### src/rtl/code_line_filler.sv
// Line-fill engine between the code cache and SDRAM: aligns a miss to its line, issues one
// read per word with bounded outstanding reads, and streams returned words to the cache in order.
`timescale 1ns/1ps
module code_line_filler #(
    parameter int ADDR_W          = 23,
    parameter int LINE_WORDS      = 8,
    parameter int MAX_OUTSTANDING = 4
) (
    input  logic                          clk,
    input  logic                          rst,
    input  logic                          miss_valid,
    input  logic [ADDR_W-1:0]             miss_addr,
    output logic                          miss_ready,
    output logic                          sdram_req_valid,
    input  logic                          sdram_req_ready,
    output logic [ADDR_W-1:0]             sdram_req_addr,
    input  logic                          sdram_rd_valid,
    input  logic [31:0]                   sdram_rd_data,
    output logic                          fill_valid,
    output logic [31:0]                   fill_data,
    output logic [$clog2(LINE_WORDS)-1:0] fill_idx,
    output logic                          fill_done
);

    localparam int IDX_W = $clog2(LINE_WORDS);
    localparam int CNT_W = $clog2(LINE_WORDS + 1);
    localparam int OFF_W = IDX_W + 2;

    typedef enum logic [1:0] {
        IDLE,
        FILL,
        DONE
    } state_t;

    state_t            state_q, state_d;
    logic [ADDR_W-1:0] base_q, base_d;
    logic [CNT_W-1:0]  issue_cnt_q, issue_cnt_d;
    logic [CNT_W-1:0]  recv_cnt_q, recv_cnt_d;
    logic              fill_valid_q, fill_valid_d;
    logic [31:0]       fill_data_q, fill_data_d;
    logic [IDX_W-1:0]  fill_idx_q, fill_idx_d;

    logic [CNT_W-1:0]  outstanding;
    logic              issue_fire;
    logic              rd_accept;
    logic              last_word;

    // Reads return in command order, so the in-flight count is just the difference of counters.
    assign outstanding = issue_cnt_q - recv_cnt_q;

    assign miss_ready      = (state_q == IDLE);
    assign fill_done       = (state_q == DONE);
    assign sdram_req_valid = (state_q == FILL)
                           && (issue_cnt_q < CNT_W'(LINE_WORDS))
                           && (outstanding < CNT_W'(MAX_OUTSTANDING));
    assign sdram_req_addr  = base_q + ADDR_W'({issue_cnt_q, 2'b00});

    assign issue_fire = sdram_req_valid && sdram_req_ready;
    // Returns outside FILL or with nothing in flight are protocol errors and are dropped.
    assign rd_accept  = sdram_rd_valid && (state_q == FILL) && (outstanding != '0);
    assign last_word  = (recv_cnt_q == CNT_W'(LINE_WORDS - 1));

    assign fill_valid = fill_valid_q;
    assign fill_data  = fill_data_q;
    assign fill_idx   = fill_idx_q;

    // NOTE: every always_comb output gets a default first so no path leaves it unassigned (no latches).
    always_comb begin
        state_d      = state_q;
        base_d       = base_q;
        issue_cnt_d  = issue_cnt_q;
        recv_cnt_d   = recv_cnt_q;
        fill_valid_d = 1'b0;
        fill_data_d  = fill_data_q;
        fill_idx_d   = fill_idx_q;

        case (state_q)
            IDLE: begin
                if (miss_valid) begin
                    base_d      = {miss_addr[ADDR_W-1:OFF_W], OFF_W'(0)};
                    issue_cnt_d = '0;
                    recv_cnt_d  = '0;
                    state_d     = FILL;
                end
            end
            FILL: begin
                if (issue_fire) begin
                    issue_cnt_d = issue_cnt_q + CNT_W'(1);
                end
                if (rd_accept) begin
                    fill_valid_d = 1'b1;
                    fill_data_d  = sdram_rd_data;
                    fill_idx_d   = recv_cnt_q[IDX_W-1:0];
                    recv_cnt_d   = recv_cnt_q + CNT_W'(1);
                    if (last_word) begin
                        state_d = DONE;
                    end
                end
            end
            DONE: begin
                state_d = IDLE;
            end
            default: begin
                state_d = IDLE;
            end
        endcase
    end

    // NOTE: sequential state uses non-blocking assignments so all flops update together at the edge.
    always_ff @(posedge clk) begin
        if (rst) begin
            state_q      <= IDLE;
            base_q       <= '0;
            issue_cnt_q  <= '0;
            recv_cnt_q   <= '0;
            fill_valid_q <= 1'b0;
            fill_data_q  <= '0;
            fill_idx_q   <= '0;
        end else begin
            state_q      <= state_d;
            base_q       <= base_d;
            issue_cnt_q  <= issue_cnt_d;
            recv_cnt_q   <= recv_cnt_d;
            fill_valid_q <= fill_valid_d;
            fill_data_q  <= fill_data_d;
            fill_idx_q   <= fill_idx_d;
        end
    end

endmodule
### config.mk
export PLATFORM = sky130hd
export DESIGN_NAME = code_line_filler
export DESIGN_NICKNAME = d
export VERILOG_FILES = /design/src/rtl/code_line_filler.sv
export SDC_FILE = /design/constraint.sdc
export NUM_CORES = 1
export LEC_CHECK = 0
export ABC_AREA = 1
export BUFFER_PORTS_ARGS = -buffer_cell sky130_fd_sc_hd__buf_2
export CAP_MARGIN = 20
export CORE_MARGIN = 8
export CORE_UTILIZATION = 37
export CTS_BUF_LIST = sky130_fd_sc_hd__clkbuf_2 sky130_fd_sc_hd__clkbuf_4 sky130_fd_sc_hd__clkbuf_8
export CTS_CLUSTER_SIZE = 40
export DETAILED_ROUTE_END_ITERATION = 6
export PLACE_DENSITY = 0.62
export SLEW_MARGIN = 5
export SYNTH_ARGS = -nofsm -noshare
export SYNTH_HDL_FRONTEND = slang
export SYNTH_SLANG_ARGS = --single-unit
### constraint.sdc
create_clock -name clk -period 2.4 [get_ports clk]
set_clock_uncertainty 0.1 [all_clocks]
set_input_delay 0.36 -clock clk [delete_from_list [all_inputs] [get_ports clk]]
set_output_delay 0.36 -clock clk [all_outputs]
set_load 0.01 [all_outputs]
# After elaboration in Yosys (flattened, before gate mapping)
# Index checks and enable logic that the tools add are counted.
# totals
regBits	64
output_inout_bits	62
wordCells	45
# op_classes
reduce_logical	14
order_cmp	2
bitwise	1
add_sub_neg	4
n_mux	10
eq_ne	7
# ops
operator	count
adder 23 x 6 -> 23 bit	1
one-hot mux 4 bit (2 select lines)	2
2-to-1 mux 4 bit	3
AND reduction 3 bit	3
adder 4 x 1 -> 4 bit (second input constant)	2
inequality test 2 bit (second input constant)	4
2-to-1 mux 2 bit	3
logical AND 1 bit	5
equality test 4 x 3 -> 1 bit (second input constant)	1
less-than comparator 4 x 3 -> 1 bit (second input constant)	1
less-than comparator 4 bit (second input constant)	1
one-hot mux 2 bit (2 select lines)	1
AND reduction 2 bit	2
nonzero test 4 bit	1
subtractor 4 bit	1
equality test 2 x 1 -> 1 bit (second input constant)	1
equality test 2 bit (second input constant)	1
zero test 2 bit	1
nonzero test 2 bit	1
OR reduction 2 bit	1
2-to-1 mux 1 bit	1
NOT 1 bit	1

# Depth between registers and ports, before layout
# Gate-level depths: netlist of run 1.
# depth
ltp_word	6
ltp_mapped	12

# Worst setup path before layout of run 1
# Ideal clock, no wire load.
# synth_timing
path_kind	reg-to-output
startpoint	register issue_cnt_q[3]
endpoint	output sdram_req_addr[21]
required_time_ns	1.940
n_path_buf	0
path_slack_ns	0.313
t_arrival_ns	1.627
stages_incl_launch_ff	10
path_cell_list	dfxtp_1 > ha_1 > ha_1 > nand3_1 > nor2_2 > nand4_1 > nor2_2 > nand3_2 > nor2_2 > xor2_1
# synth_via
elab_chain_len	1
# synth_lines
item	line	text
from (decl)	37	logic [CNT_W-1:0] issue_cnt_q, issue_cnt_d;
from (signal assigned)	122	issue_cnt_q <= issue_cnt_d;
adder 23 x 6 -> 23 bit	56	assign sdram_req_addr = base_q + ADDR_W'({issue_cnt_q, 2'b00});
to (decl)	16	output logic [ADDR_W-1:0] sdram_req_addr,
# Every way passes these cells.

# Worst setup path in the final report of run 1
# layout_timing
startpoint	register base_q[5]
endpoint	output sdram_req_addr[21]
# layout_via
elab_chain_len	1
# layout_lines
item	line	text
from (decl)	36	logic [ADDR_W-1:0] base_q, base_d;
from (signal assigned)	121	base_q <= base_d;
adder 23 x 6 -> 23 bit	56	
# Every way passes these cells.

==> impl_metrics.json, run 1 <==
{
  "place.gp.congestion": 0.8429,
  "end_kind": "primary output",
  "worst_slew_pin_slew_ns": 0.5652,
  "crit_type": "flop to primary output",
  "syn_area_sq_um": 2913,
  "cts_max_level": 3,
  "seq_power_share": 0.438,
  "antenna_found_initial": 0,
  "clockBufferDepth": 2,
  "antenna-diode-count": 0,
  "cp_max_fo": 2,
  "status": "finished clean",
  "overflow": 0,
  "ys_seq_area_frac": 0.4399,
  "start_kind": "flop",
  "powerDensity_nw_per_um2": 719.5,
  "yosysTopAreaCell": "dfxtp_1",
  "dp_hpwl_mm": 5.776,
  "yosys.area.top_type_share": 0.4399,
  "ant_nets": 0,
  "gr-usage-all-layers": 0.1409,
  "root_buffer": "clkbuf_8",
  "area_growth_pct": 33.16,
  "cts_tree": "built",
  "yosys-top-cells-count": "nor2_1, dfxtp_1, o21ai_0",
  "synth_area_leaders": "dfxtp_1, nor2_1, o21ai_0",
  "hp-class": "primary input to flop",
  "slew_headroom": 0.6228,
  "die-area_sq_um": 10970,
  "ys_types": 30,
  "vdd_drop_max_mv": 0.2912,
  "yosys_warnings": 0,
  "grt_max_degree": 37,
  "finalCriticalPeriod_ns": 2.358,
  "fin_cells": 616,
  "cts.sinks": 64,
  "grt_pass1_wl_mm": 12.97,
  "power_frac_comb": 0.195,
  "io_buffer_count": 114,
  "initial_core_util": 0.3789,
  "grt_pass1_vias": 2844,
  "finalHoldViolCount": 0,
  "yosysMostFrequentCell": "nor2_1",
  "vias": 2812,
  "arrival_ns": 1.90,
  "fill_cells": 806,
  "layout.nets": 577,
  "io_pins": 122,
  "ys_ff_latch": 64,
  "synth_edf_count": 0,
  "maxSlewViolCount": 0,
  "rows": 32,
  "swShare": 0.2705,
  "layout_setup_ws_ns": 0.04200,
  "dp.cells": 595,
  "fin_tns_setup_ns": 0,
  "clkLatencyLatePin_ns": 0.32,
  "fmax_mhz": 424.1,
  "synth.avg_cell_area_sq_um": 7.393,
  "required_ns": 1.94,
  "rsz0062_at_grt": "yes",
  "power_mw": 2.791,
  "async_flop_share": 0,
  "synthFlopType": "dfxtp_1",
  "coreArea_sq_um": 7687,
  "switching_power_mw": 0.7548,
  "cap_viol_max_count": 0,
  "cts_hold_buffers": 0,
  "seqCellArea_sq_um": 1287,
  "drtIter0Drc": 106,
  "p_leak_nw": 1.879,
  "period_share": 0.9825,
  "design_area_sq_um": 3879,
  "dieWidth_um": 104.7,
  "multi_input_area_sq_um": 1484,
  "setup_viol": 0,
  "synthCells": 394,
  "p_int_mw": 2.036,
  "clkTransAtPathRegs_ns": 0.07,
  "chipHeight_um": 104.7,
  "drt-total-wl_mm": 7.699,
  "wire_per_inst_um": 12.50,
  "drt-pass1-iter-count": 4,
  "drive_above_1_share": 0.3249,
  "place_area_sq_um": 3531,
  "dp_slack_ns": 0.1323,
  "clkPwrFrac": 0.367,
  "drcViolationCount": 0,
  "vias_per_cell": 4.565,
  "cts_buffers": 9
}
-- cell usage in the layout (no fill, tap or decap), drive strengths merged --
cell	netlist	final
o21ai	53	53
xnor2	5	5
clkinv	0	1
nand4	5	5
xor2	10	10
a22oi	1	1
inv	21	21
a21boi	1	1
fa	1	1
nand2	40	40
nor3	2	2
ha	7	7
and3	1	1
nand3	16	16
dfxtp	64	64
conb	1	2
a21oi	11	11
clkbuf	9	13
nand3b	1	1
nor2	131	131
bufinv	0	2
buf	14	126
-- kinds of logic (layout without fill, tap and decap cells) --
logic type      after synthesis  count (layout)  synth area share
simple gates                196             196            0.2814
compound gates               66              66            0.1164
flops                        64              64            0.4399
buf+inv                      44             163           0.07904
xor+xnor                     15              15           0.04510
fa+ha+maj                     8               8           0.03694
other cells                   1               2          0.001287
-- flip-flops by register name, summed over array words and instances, names as in the netlist --
| signal | cells |
|---|---|
| fill_data | 32 |
| fill_idx | 3 |
| base_q | 18 |
| recv_cnt_q | 4 |
| state_q | 2 |
| fill_valid | 1 |
| issue_cnt_q | 4 |
-- routing by layer --
metal / vias to the layer above / share of wire / GRT usage
met4: 0 / 0.0083 / 0.05505
li1: 1480 / - / -
met1: 1220 / 0.45 / 0.1596
met2: 106 / 0.43 / 0.2199
met5: - / 0 / 0
met3: 6 / 0.12 / 0.07310
-- timing repair --
item / in CTS / in global routing
pin swaps: 3 / 4
gates resized for setup: 9 / 11
endpoints found under the setup margin: 7 / 17
setup buffers: 4 / 1
-- cell type report --
class                      instances  area share
inverter                          21     0.02097
multi-input combinational        287      0.3826
clock inverter                     3     0.01677
timing repair buffer             126      0.1735
sequential                        64      0.3319
clock buffer                      13     0.04129
tap                              102     0.03290
-- metrics by stage --
step,hold slack (ns),util
2_1_floorplan,0.3618,-
3_3_place_gp,0.3572,0.4593
3_5_place_dp,0.3668,0.4593
4_1_cts,0.1503,0.4984
5_1_grt,0.1651,0.5046
6_report,0.1694,0.5046
-- worst paths after layout --
check / startpoint / end / slack [ns] / cells past startpoint
min: sdram_rd_data[2] / fill_data[2] / 0.17 / 3
min reg2reg: fill_data[2] / fill_data[2] / 0.38 / 2
max: base_q[5] / sdram_req_addr[21] / 0.04 / 10
max reg2reg: issue_cnt_q[0] / recv_cnt_q[0] / 0.20 / 11
-- critical path, stage by stage, from the launching register on --
cell	delay (ns)
dfxtp_2	0.35
ha_4	0.15
ha_4	0.14
nand3_4	0.09
nor2_4	0.11
nand4_1	0.10
nor2_2	0.14
nand3_2	0.10
nor2_2	0.10
xor2_1	0.14
buf_2	0.14
-- power groups by stage --
stage / registers (mW) / logic (mW) / clock network (mW)
after detailed placement: 1.24 / 0.527 / 0
after global placement: 1.24 / 0.517 / 0
final: 1.22 / 0.545 / 1.02
after CTS: 1.22 / 0.538 / 1.06
after global routing: 1.23 / 0.626 / 1.12
after floorplan: 1.26 / 0.323 / 0
Note: power is estimated with default switching activity, not from simulation.
==> run 2: changes to the inputs <==
- RECOVER_POWER: unset -> 50
==> impl_metrics.json, run 2 (synthesis gave the netlist of run 1 again) <==
{
  "period_share": 0.9835,
  "required_ns": 1.94,
  "hold_start": "sdram_rd_data[2]",
  "finalCriticalPeriod_ns": 2.360,
  "area_growth_pct": 31.23,
  "root_buffer": "clkbuf_8",
  "io_buffer_count": 114,
  "maxSlewViolCount": 0,
  "vias_per_cell": 4.550,
  "antenna-diode-count": 0,
  "p_leak_nw": 1.708,
  "dieWidth_um": 104.7,
  "end_kind": "primary output",
  "drive_above_1_share": 0.2412,
  "overflow": 0,
  "grt_max_degree": 37,
  "vias": 2803,
  "cp_max_fo": 2,
  "cap_viol_max_count": 0,
  "cts_hold_buffers": 0,
  "drt-pass1-iter-count": 4,
  "holdWs_ns": 0.1697,
  "place.gp.congestion": 0.8429,
  "final_common_cell": "nor2_1",
  "chipHeight_um": 104.7,
  "grt_pass1_wl_mm": 12.97,
  "layout.nets": 577,
  "grt_pass1_vias": 2844,
  "clkTransAtPathRegs_ns": 0.07,
  "cts.sinks": 64,
  "gr-usage-all-layers": 0.1409,
  "powerDensity_nw_per_um2": 726.2,
  "rows": 32,
  "drt-total-wl_mm": 7.710,
  "regToRegStartpoint": "issue_cnt_q[0]",
  "dp_hpwl_mm": 5.776,
  "slew_headroom": 0.6074,
  "fmax_mhz": 423.7,
  "hp-class": "primary input to flop",
  "dp_slack_ns": 0.1323,
  "initial_core_util": 0.3789,
  "start_kind": "flop",
  "ant_nets": 0,
  "antenna_found_initial": 0,
  "startpoint": "base_q[5]",
  "largest_reg_flops": 32,
  "finalHoldViolCount": 0,
  "final_cell_mix": "nor2_1, buf_2, dfxtp_1",
  "cts_buffers": 9,
  "clkLatencyLatePin_ns": 0.32,
  "clockBufferDepth": 2,
  "vdd_drop_max_mv": 0.2878,
  "arrival_ns": 1.90,
  "cts_tree": "built",
  "drcViolationCount": 0,
  "worst_slew_pin_slew_ns": 0.5890,
  "drtIter0Drc": 104,
  "coreArea_sq_um": 7687,
  "rsz0062_at_grt": "yes",
  "status": "finished clean",
  "setup_viol": 0,
  "place_area_sq_um": 3531,
  "io_pins": 122,
  "design_area_sq_um": 3822,
  "crit_type": "flop to primary output",
  "die-area_sq_um": 10970,
  "wire_per_inst_um": 12.52,
  "layout_setup_ws_ns": 0.03964,
  "cts_max_level": 3
}
==> run 2: changes by cell type in the layout (fill, tap and decap cells not counted), sizes merged <==
cell | previous run | this run
buf | 126 | 84
clkbuf | 13 | 55
==> run 2: path summary, 6_finish.rpt <==
kind	end	slack, ns	depth (start not counted)
hold reg to reg	fill_data[23]	0.38	2
hold / removal	fill_data[2]	0.17	3
setup reg to reg	recv_cnt_q[0]	0.21	11
setup / recovery	sdram_req_addr[21]	0.04	10
==> run 2: critical path, stage by stage, from the launching register on <==
cell	delay, ns
dfxtp_2	0.35
ha_4	0.15
ha_4	0.14
nand3_4	0.09
nor2_4	0.11
nand4_1	0.10
nor2_2	0.13
nand3_2	0.10
nor2_2	0.10
xor2_1	0.14
buf_2	0.14
==> run 2: repair_timing <==
item / in CTS / in global routing
setup buffers: 4 / 1
pin swaps: 3 / 4
gates resized for setup: 9 / 11
setup endpoints to repair: 7 / 17
==> run 2: area by class of cell <==
cell class	count	area, sq um
tap	102	127.6
fill	835	3865
sequential	64	1286
multi-input combinational	287	1484
clock inverter	3	65.06
inverter	21	81.33
clock buffer	13	160.2
timing repair buffer	126	618.1
==> run 2: routing by layer <==
metal  global-route usage  wire length (um)  vias up  share of wire
li1                     -                 -     1479              -
met1               0.1596              3506     1222           0.45
met2               0.2199              3289       96           0.43
met3              0.07310               848        6           0.11
met4              0.05505                65        0         0.0084
met5                    0                 0        -              0
==> run 2: stage by stage <==
| stage | power (mW) | setup TNS (ns) | std cells | util |
|---|---|---|---|---|
| floorplan | 1.583 | 0 | 395 | - |
| global placement | 1.753 | 0 | 595 | 0.4593 |
| detailed placement | 1.768 | 0 | 595 | 0.4593 |
| CTS | 2.822 | -0.06068 | 615 | 0.4984 |
| global route | 2.965 | -0.2439 | 616 | 0.4972 |
| finish | 2.776 | 0 | 616 | 0.4972 |
==> run 2: report_power, final <==
group | internal [mW] | total, mW | switching [mW]
registers | 1.15 | 1.22 | 0.0692
logic | 0.216 | 0.527 | 0.312
clock network | 0.647 | 1.02 | 0.377
total | 2.02 | 2.78 | 0.758
==> run 3: changes to the inputs <==
- CORE_MARGIN: 8 -> 3
==> impl_metrics.json, run 3 (synthesis gave the netlist of run 1 again) <==
{
  "status": "finished clean",
  "grt_pass1_wl_mm": 11.71,
  "antenna_found_initial": 0,
  "critPathSlowestCell": "dfxtp_2",
  "multi_input_area_sq_um": 1484,
  "rsz0062_at_grt": "yes",
  "layout.nets": 586,
  "finalHoldViolCount": 0,
  "fin_tns_setup_ns": 0,
  "vias_per_cell": 4.614,
  "dieWidth_um": 94.73,
  "drive_above_1_share": 0.2605,
  "cp_cell_sequence": "ha_4 > ha_4 > nand3_4 > nor2_4 > nand4_1 > nor2_2 > nand3_2 > buf_4 > xnor2_2 > buf_2",
  "start_kind": "flop",
  "slew_headroom": 0.5683,
  "power_mw": 2.633,
  "largest_reg_flops": 32,
  "vias": 2865,
  "ant_nets": 0,
  "drtIter0Drc": 134,
  "seqCellArea_sq_um": 1287,
  "final_cell_mix": "nor2_1, buf_2, dfxtp_1",
  "drt-pass1-iter-count": 4,
  "gr-usage-all-layers": 0.1634,
  "cts_tree": "built",
  "chipHeight_um": 94.73,
  "clockBufferDepth": 2,
  "dp_hpwl_mm": 5.116,
  "path_common_cell": "ha_4",
  "cts_max_level": 3,
  "grt_pass1_vias": 2641,
  "cts.sinks": 64,
  "cpPeakStageDelay_ns": 0.35,
  "vdd_drop_max_mv": 0.3092,
  "die-area_sq_um": 8973,
  "worst_slew_pin_slew_ns": 0.6476,
  "cp_max_fo": 2,
  "end_kind": "primary output",
  "fill_cells": 779,
  "startpoint": "base_q[5]",
  "drt-total-wl_mm": 7.277,
  "crit_path_end": "sdram_req_addr[19]",
  "grt_max_degree": 38,
  "coreArea_sq_um": 7447,
  "period_share": 0.9978,
  "wire_per_inst_um": 11.72,
  "arrival_ns": 1.93,
  "antenna-diode-count": 0,
  "fmax_mhz": 417.6,
  "io_pins": 122,
  "clkLatencyLatePin_ns": 0.32,
  "area_growth_pct": 31.83,
  "dp.cells": 593,
  "cts_buffers": 9,
  "fin_util": 0.5156,
  "r2r_slack_ns": 0.21,
  "initial_core_util": 0.3911,
  "overflow": 0,
  "root_buffer": "clkbuf_8",
  "regToRegStartpoint": "issue_cnt_q[0]",
  "final_common_cell": "nor2_1",
  "rows": 31,
  "io_buffer_count": 114,
  "maxSlewViolCount": 0,
  "cap_viol_max_count": 0,
  "place.gp.congestion": 0.8150,
  "fin_cells": 621,
  "reg2reg_to": "recv_cnt_q[0]",
  "required_ns": 1.94,
  "clkTransAtPathRegs_ns": 0.07,
  "crit_type": "flop to primary output",
  "drcViolationCount": 0,
  "finalCriticalPeriod_ns": 2.395,
  "powerDensity_nw_per_um2": 685.8,
  "reg2reg_depth": 11,
  "hp-class": "primary input to flop",
  "p_leak_nw": 1.735,
  "setup_viol": 0
}
## run 3: cell count changes in the layout (fill, tap and decap cells not counted), sizes merged
cell    delta
buf        +9
bufinv     -1
clkbuf     -2
clkinv     +2
## run 3: worst min path at each step
stage | start | to | slack, ns | cells past startpoint
final | sdram_rd_data[3] | fill_data[3] | 0.17 | 3
after CTS | sdram_rd_data[3] | fill_data[3] | 0.15 | 3
after global placement | fill_data[25] | fill_data[25] | 0.36 | 2
after floorplan | base_q[5] | base_q[5] | 0.36 | 2
after detailed placement | fill_data[12] | fill_data[12] | 0.37 | 2
after global routing | sdram_rd_data[13] | fill_data[13] | 0.17 | 3
## run 3: worst max-delay path: cells and delay by family, from the launching register on
family	cells	cell delay, ns
AND/OR/NAND/NOR	5	0.56
adder cells (fa/ha/maj)	2	0.30
flip-flops	1	0.35
XOR/XNOR	1	0.12
buffers and inverters	2	0.30
## run 3: repair_timing
| action | 4_1_cts | 5_1_grt |
|---|---|---|
| setup endpoints to repair | 6 | 10 |
| pin swaps | 5 | 10 |
| hold buffers | 0 | 0 |
| setup buffers | 7 | 6 |
| resized for setup | 9 | 13 |
| gates cloned | 0 | 0 |
## run 3: final cells by class
type / instances / share of cell area
Sequential cell: 64 / 0.3353
Timing Repair Buffer: 135 / 0.1753
Inverter: 21 / 0.02118
Tap cell: 99 / 0.03226
Multi-Input combinational cell: 287 / 0.3864
Clock inverter: 4 / 0.01173
Clock buffer: 11 / 0.03780
## run 3: per-layer routing
| layer | routed length [um] | up-vias | global-route usage |
|---|---|---|---|
| met1 | 3380 | 1263 | 0.2117 |
| met4 | 55 | 0 | 0.05769 |
| met5 | 0 | - | 0 |
| met2 | 3238 | 95 | 0.2584 |
| li1 | - | 1501 | - |
| met3 | 603 | 6 | 0.04781 |
## run 3: through the flow
step	hold slack [ns]	setup WS, ns	cell area (sq um)
floorplan	0.3618	0.3130	2917
global placement	0.3580	0.1886	3522
detailed placement	0.3666	0.1270	3522
CTS	0.1508	-0.05428	3810
global route	0.1681	-0.1279	3840
finish	0.1704	0.005230	3840
## run 3: power breakdown
group | total (mW) | internal (mW) | switching [mW]
Sequential | 1.22 | 1.16 | 0.0679
Clock | 0.883 | 0.509 | 0.375
Combinational | 0.527 | 0.220 | 0.307
